## config.mk

```make
export PLATFORM = sky130hd
export DESIGN_NAME = fifo_vc_router_flat
export DESIGN_NICKNAME = d
export VERILOG_FILES = /design/src/rtl/fifo_vc_router_pkg.sv /design/src/rtl/fifo_vc_router_if.sv /design/src/rtl/fifo_vc_router_route_skid_buf.sv /design/src/rtl/fifo_vc_router.sv /design/src/flat_wrapper.sv
export SDC_FILE = /design/constraint.sdc
export NUM_CORES = 1
export LEC_CHECK = 0
export BUFFER_PORTS_ARGS = -buffer_cell sky130_fd_sc_hd__buf_4
export CAP_MARGIN = 20
export CORE_MARGIN = 2
export CORE_UTILIZATION = 41
export CTS_CLUSTER_DIAMETER = 200
export DETAILED_ROUTE_END_ITERATION = 8
export SYNTH_ARGS = -nofsm -noshare
export SYNTH_HDL_FRONTEND = slang
export SYNTH_SLANG_ARGS = --single-unit
```

## constraint.sdc

```tcl
create_clock -name clk -period 2.3 [get_ports clk]
set_clock_uncertainty 0.05 [all_clocks]
set_input_delay 0.46 -clock clk [delete_from_list [all_inputs] [get_ports clk]]
set_output_delay 0.46 -clock clk [all_outputs]
set_load 0.01 [all_outputs]
```

## src/rtl/fifo_vc_router_pkg.sv

```systemverilog
// Shared constants and occupancy encoding for the FIFO-to-virtual-channel router.
// Occupancy helpers saturate at the ends of the 0..2 range.
package fifo_vc_router_pkg;

    localparam int DATA_WIDTH = 10;
    localparam int CLASS_BIT  = 9;
    localparam int CNT_WIDTH  = 8;

    localparam logic VC0 = 1'b0;
    localparam logic VC1 = 1'b1;

    typedef enum logic [1:0] {
        EMPTY = 2'd0,
        ONE   = 2'd1,
        FULL  = 2'd2
    } occ_e;

    function automatic occ_e occ_inc(input occ_e o);
        return (o == EMPTY) ? ONE : FULL;
    endfunction

    function automatic occ_e occ_dec(input occ_e o);
        return (o == FULL) ? ONE : EMPTY;
    endfunction

endpackage

```

## src/rtl/fifo_vc_router_if.sv

```systemverilog
// Handshake bundle between the router, the upstream transaction FIFO and the two VC FIFOs.
// master = router side, slave = surrounding FIFOs / environment.
interface fifo_vc_router_if;
    import fifo_vc_router_pkg::*;

    logic                  enable;
    logic                  fifo_empty;
    logic [DATA_WIDTH-1:0] fifo_data;
    logic                  fifo_pop;
    logic                  vc0_almost_full;
    logic                  vc1_almost_full;
    logic [DATA_WIDTH-1:0] vc_data;
    logic                  vc0_push;
    logic                  vc1_push;
    logic [CNT_WIDTH-1:0]  vc0_count;
    logic [CNT_WIDTH-1:0]  vc1_count;
    logic                  idle;

    modport master (
        input  enable, fifo_empty, fifo_data, vc0_almost_full, vc1_almost_full,
        output fifo_pop, vc_data, vc0_push, vc1_push, vc0_count, vc1_count, idle
    );

    modport slave (
        output enable, fifo_empty, fifo_data, vc0_almost_full, vc1_almost_full,
        input  fifo_pop, vc_data, vc0_push, vc1_push, vc0_count, vc1_count, idle
    );

endinterface

```

## src/rtl/fifo_vc_router_route_skid_buf.sv

```systemverilog
// Two-entry in-order queue holding words fetched from the upstream FIFO.
// Only the head is visible; the caller guarantees no write when full and no read when empty.
module route_skid_buf
    import fifo_vc_router_pkg::*;
(
    input  logic                  clk,
    input  logic                  reset,
    input  logic                  wr_en_i,
    input  logic [DATA_WIDTH-1:0] wr_data_i,
    input  logic                  rd_en_i,
    output logic [DATA_WIDTH-1:0] head_o,
    output occ_e                  count_o
);

    logic [DATA_WIDTH-1:0] mem_q [2];
    logic                  wr_ptr_q;
    logic                  rd_ptr_q;
    occ_e                  count_q;
    occ_e                  count_d;

    always_comb begin
        // NOTE: every always_comb output gets a default first so no path leaves it unassigned (no latch).
        count_d = count_q;
        case ({wr_en_i, rd_en_i})
            2'b10:   count_d = occ_inc(count_q);
            2'b01:   count_d = occ_dec(count_q);
            default: count_d = count_q;
        endcase
    end

    // NOTE: state registers use non-blocking assignments so all flops update from pre-edge values.
    always_ff @(posedge clk or posedge reset) begin
        if (reset) begin
            wr_ptr_q <= 1'b0;
            rd_ptr_q <= 1'b0;
            count_q  <= EMPTY;
        end else begin
            if (wr_en_i) wr_ptr_q <= ~wr_ptr_q;
            if (rd_en_i) rd_ptr_q <= ~rd_ptr_q;
            count_q <= count_d;
        end
    end

    // NOTE: storage is left unreset; it is never observed while count_q says the entry is empty.
    always_ff @(posedge clk) begin
        if (wr_en_i) mem_q[wr_ptr_q] <= wr_data_i;
    end

    assign head_o  = mem_q[rd_ptr_q];
    assign count_o = count_q;

endmodule

```

## src/rtl/fifo_vc_router.sv

```systemverilog
// Pops the shared transaction FIFO and steers each word, in order, to VC0 or VC1 by its class bit.
// Occupancy FSM counts buffered words plus the fetch whose data arrives next cycle.
module fifo_vc_router
    import fifo_vc_router_pkg::*;
(
    input  logic             clk,
    input  logic             reset,
    fifo_vc_router_if.master bus
);

    occ_e                  occ_q;
    occ_e                  occ_d;
    logic                  pending_q;
    logic [CNT_WIDTH-1:0]  cnt0_q;
    logic [CNT_WIDTH-1:0]  cnt1_q;
    logic [DATA_WIDTH-1:0] head;
    occ_e                  buf_count;
    logic                  head_valid;
    logic                  push0;
    logic                  push1;
    logic                  leaving;
    logic                  pop;

    route_skid_buf u_buf (
        .clk       (clk),
        .reset     (reset),
        .wr_en_i   (pending_q),
        .wr_data_i (bus.fifo_data),
        .rd_en_i   (leaving),
        .head_o    (head),
        .count_o   (buf_count)
    );

    always_comb begin
        head_valid = (buf_count != EMPTY);
        push0      = head_valid && (head[CLASS_BIT] == VC0) && !bus.vc0_almost_full;
        push1      = head_valid && (head[CLASS_BIT] == VC1) && !bus.vc1_almost_full;
        leaving    = push0 || push1;
        // Reset gates the pop so no fetch is issued while state is being cleared.
        pop        = !reset && bus.enable && !bus.fifo_empty && ((occ_q != FULL) || leaving);

        occ_d = occ_q;
        case ({pop, leaving})
            2'b10:   occ_d = occ_inc(occ_q);
            2'b01:   occ_d = occ_dec(occ_q);
            default: occ_d = occ_q;
        endcase
    end

    always_ff @(posedge clk or posedge reset) begin
        if (reset) begin
            occ_q     <= EMPTY;
            pending_q <= 1'b0;
            cnt0_q    <= '0;
            cnt1_q    <= '0;
        end else begin
            occ_q     <= occ_d;
            pending_q <= pop;
            if (push0) cnt0_q <= cnt0_q + CNT_WIDTH'(1);
            if (push1) cnt1_q <= cnt1_q + CNT_WIDTH'(1);
        end
    end

    assign bus.fifo_pop  = pop;
    assign bus.vc0_push  = push0;
    assign bus.vc1_push  = push1;
    assign bus.vc_data   = head_valid ? head : '0;
    assign bus.vc0_count = cnt0_q;
    assign bus.vc1_count = cnt1_q;
    assign bus.idle      = (occ_q == EMPTY);

endmodule
```

## src/flat_wrapper.sv

```systemverilog
// flat-port wrapper written by rule: the top's interface ports become plain ports
module fifo_vc_router_flat import fifo_vc_router_pkg::*;
  (clk, reset, bus_enable, bus_fifo_empty, bus_fifo_data, bus_vc0_almost_full, bus_vc1_almost_full, bus_fifo_pop, bus_vc_data, bus_vc0_push, bus_vc1_push, bus_vc0_count, bus_vc1_count, bus_idle);
  fifo_vc_router_if bus_i ();
  input  logic clk;
  input  logic reset;
  input wire logic [$bits(bus_i.enable)-1:0] bus_enable;
  input wire logic [$bits(bus_i.fifo_empty)-1:0] bus_fifo_empty;
  input wire logic [$bits(bus_i.fifo_data)-1:0] bus_fifo_data;
  input wire logic [$bits(bus_i.vc0_almost_full)-1:0] bus_vc0_almost_full;
  input wire logic [$bits(bus_i.vc1_almost_full)-1:0] bus_vc1_almost_full;
  output wire logic [$bits(bus_i.fifo_pop)-1:0] bus_fifo_pop;
  output wire logic [$bits(bus_i.vc_data)-1:0] bus_vc_data;
  output wire logic [$bits(bus_i.vc0_push)-1:0] bus_vc0_push;
  output wire logic [$bits(bus_i.vc1_push)-1:0] bus_vc1_push;
  output wire logic [$bits(bus_i.vc0_count)-1:0] bus_vc0_count;
  output wire logic [$bits(bus_i.vc1_count)-1:0] bus_vc1_count;
  output wire logic [$bits(bus_i.idle)-1:0] bus_idle;
  assign bus_i.enable = bus_enable;
  assign bus_i.fifo_empty = bus_fifo_empty;
  assign bus_i.fifo_data = bus_fifo_data;
  assign bus_i.vc0_almost_full = bus_vc0_almost_full;
  assign bus_i.vc1_almost_full = bus_vc1_almost_full;
  assign bus_fifo_pop = bus_i.fifo_pop;
  assign bus_vc_data = bus_i.vc_data;
  assign bus_vc0_push = bus_i.vc0_push;
  assign bus_vc1_push = bus_i.vc1_push;
  assign bus_vc0_count = bus_i.vc0_count;
  assign bus_vc1_count = bus_i.vc1_count;
  assign bus_idle = bus_i.idle;
  fifo_vc_router u_core (.clk(clk), .reset(reset), .bus(bus_i));
endmodule
```

==> flow_metrics.env <==
export IMPL_ys_warn_count=0
export IMPL_outcome="complete, no violations"
export IMPL_synthAdderAreaFrac_pct=2.053
export IMPL_cp_slowest_cell="dfrtp_1"
export IMPL_synth_top_family_by_area="simple AND/OR/NAND/NOR gates"
export IMPL_ios=46
export IMPL_numCtsBuffers=5
export IMPL_path_class="reg2out"
export IMPL_first_iter_violations=68
export IMPL_grt_total_usage_pct=14.63
export IMPL_required_ns=1.79
export IMPL_synth_nets=152
export IMPL_ant_nets=0
export IMPL_pwr_density_cell_nw_per_um2=1111
export IMPL_fin_crit_ns=2.145
export IMPL_cts_resized=0
export IMPL_fin_setup_tns_ns=0
export IMPL_fin_ws_ns=0.1553
export IMPL_tightest_slew_ns=0.4613
export IMPL_wire_per_inst_um=13.92
export IMPL_die_area_sq_um=5008
export IMPL_rrSetupSlack_ns=0.40
export IMPL_cp_cell_sequence="mux2i_4 -> mux2i_2 -> o311a_1 -> buf_4"
export IMPL_synthCells=133
export IMPL_synth_area_top_cells="edfxtp_1 (33%), dfrtp_1 (31%), xnor2_1 (5.7%)"
export IMPL_cts_max_level=2
export IMPL_crit_arrival_ns=1.63
export IMPL_overflow=0
export IMPL_grt_pass1_wl_mm=5.796
export IMPL_synth_xor_xnor_area_share_pct=8.145
export IMPL_start_util_pct=42.27
export IMPL_ctsLongestPathBuffers=2
export IMPL_clock_sinks=43
export IMPL_routabilityCongestion=0.7506
export IMPL_wl_mm=3.369
export IMPL_cp_start_kind="flip-flop"
export IMPL_area_growth_pct=29.09
export IMPL_multi_input_area_sq_um=628.1
export IMPL_ys_seq_area_share_pct=64.34
export IMPL_synth_cell_area_sq_um=1828
export IMPL_fmax_mhz=466.3
export IMPL_grt_max_degree=24
export IMPL_slew_headroom_pct=69.25
export IMPL_clk_latency_ns=0.29
export IMPL_placementRows=24
export IMPL_post_route_period_util_pct=93.25
export IMPL_drv_slew=0
export IMPL_slowest_delay_ns=0.41
export IMPL_regArea_sq_um=1176
export IMPL_grt_pass1_vias=1241
export IMPL_finalSetupViolations=0
export IMPL_cts_tree="done"
export IMPL_power_leakage_nw=1.045
export IMPL_end_kind="output port"
export IMPL_drc=0
export IMPL_die_w_um=70.77
export IMPL_hold_buffers=0
export IMPL_routed_via_density=4.843
export IMPL_final_common_cell="buf_4"
export IMPL_dpl_hpwl_mm=2.464
export IMPL_max_cap_viol_count=0
export IMPL_synth_compound_area_share_pct=2.875
export IMPL_drt_pass1_iter_count=4
export IMPL_hp_class="in2async"
export IMPL_layout_common_cells="buf_4 (51), dfrtp_1 (23), edfxtp_1 (20)"
export IMPL_synth_simple_area_share_pct=13.14
export IMPL_synth_top_cell_area_share_pct=32.85
export IMPL_avgSynthCellArea_sq_um=13.74
export IMPL_synth_mux_area_share_pct=8.145
export IMPL_clkTransAtPathRegs_ns=0.09
export IMPL_ys_ff_latch=43
export IMPL_design_area_sq_um=2360
export IMPL_diodes=0
export IMPL_antenna_found_initial=0
export IMPL_core_area_sq_um=4324
export IMPL_dpl_worst_slack_ns=0.4162
export IMPL_fin_nets=208
export IMPL_vdd_drop_max_mv=0.5541
export IMPL_synth_distinct_cells=30
export IMPL_postCtsSetupBuffers=0
export IMPL_vias=1172
export IMPL_rsz0062_at_grt="no"
export IMPL_timing_hold_violations_final=0
export IMPL_cts_root_buf="clkbuf_8"
export IMPL_netlist_top_cell_by_area="edfxtp_1"
export IMPL_crit_fanout=5
export IMPL_io_buffers=45
export IMPL_layout_drive_gt1_share_pct=33.68
export IMPL_fillers=397
export IMPL_place_area_sq_um=2267
export IMPL_dieHeight_um=70.77
## routing by layer
metal	vias to the layer above	GRT usage, %	wire length, um
met1	554	19.70	1550
met2	28	22.95	1648
met5	-	0	0
met3	2	5.413	157
met4	0	3.145	12
li1	588	-	-
## through the flow
step | std cells | utilization (%) | hold WS, ns | power (mW)
after floorplan | 133 | - | 0.4035 | 1.693
after global placement | 234 | 52.43 | 0.4127 | 2.128
after detailed placement | 234 | 52.43 | 0.4208 | 2.166
after CTS | 242 | 54.57 | 0.1605 | 2.656
after global routing | 242 | 54.57 | 0.1709 | 2.812
final | 242 | 54.57 | 0.1599 | 2.621
## flip-flops by register name (all words and copies together) (netlist names)
| name | flops |
|---|---|
| u_core.bus.vc0_count | 8 |
| u_core.bus.vc1_count | 8 |
| u_core.occ_q | 2 |
| u_core.pending_q | 1 |
| u_core.u_buf.count_o | 2 |
| u_core.u_buf.mem_q | 20 |
| u_core.u_buf.rd_ptr_q | 1 |
| u_core.u_buf.wr_ptr_q | 1 |
## final timing paths
path,start,cells after the start,endpoint
max,u_core.u_buf.rd_ptr_q,4,bus_fifo_pop
min,reset,3,u_core.u_buf.rd_ptr_q
max reg2reg,u_core.u_buf.rd_ptr_q,7,u_core.u_buf.count_o[1]
min reg2reg,u_core.bus.vc0_count[7],1,u_core.bus.vc0_count[7]
max in group asynchronous,reset,3,u_core.bus.vc1_count[3]
min in group clk,bus_fifo_data[0],1,u_core.u_buf.mem_q[1][0]
## cells by family after synthesis
family,after synthesis
multiplexers,13
adder cells (fa/ha/maj),3
AND/OR/NAND/NOR,43
XOR/XNOR,17
AO/OA/AOI/OAI,8
buffers and inverters,6
flip-flops,43
## synthesized netlist by cell type
library cell,number
a21oi_1,3
o21ai_1,1
xnor2_1,12
and4_1,1
clkbuf_1,1
inv_1,4
nor3b_2,1
mux2i_1,9
and3_1,2
nor4b_2,1
a21o_1,1
mux2i_4,1
nand4_1,8
ha_1,3
mux2_1,2
or4bb_1,1
buf_2,1
nand4b_1,1
o21bai_1,2
nor2_2,1
nor2_1,15
nand2_1,5
o311a_1,1
dfrtp_1,23
mux2i_2,1
edfxtp_1,20
or4_1,1
nand3_1,4
and2_1,2
xor2_1,5
## critical path, delay by kind of cell (launching register included)
kind / cells / cell delay, ns
buffers and inverters: 1 / 0.13
multiplexers: 2 / 0.59
flip-flops: 1 / 0.41
AO/OA/AOI/OAI: 1 / 0.20
## where the power goes
group / internal (mW) / switching [mW]
clock: 0.217 / 0.271
combinational: 0.515 / 0.477
sequential: 0.962 / 0.179
total: 1.69 / 0.927
## final cells by class
cell class | count | share of cell area (%)
Sequential cell | 43 | 49.84
Multi-Input combinational cell | 84 | 26.62
Timing Repair Buffer | 51 | 16.22
Clock buffer | 5 | 2.916
Tap cell | 52 | 2.757
Clock inverter | 3 | 1.007
Inverter | 4 | 0.6363
Power figures use the tool's default switching activity.
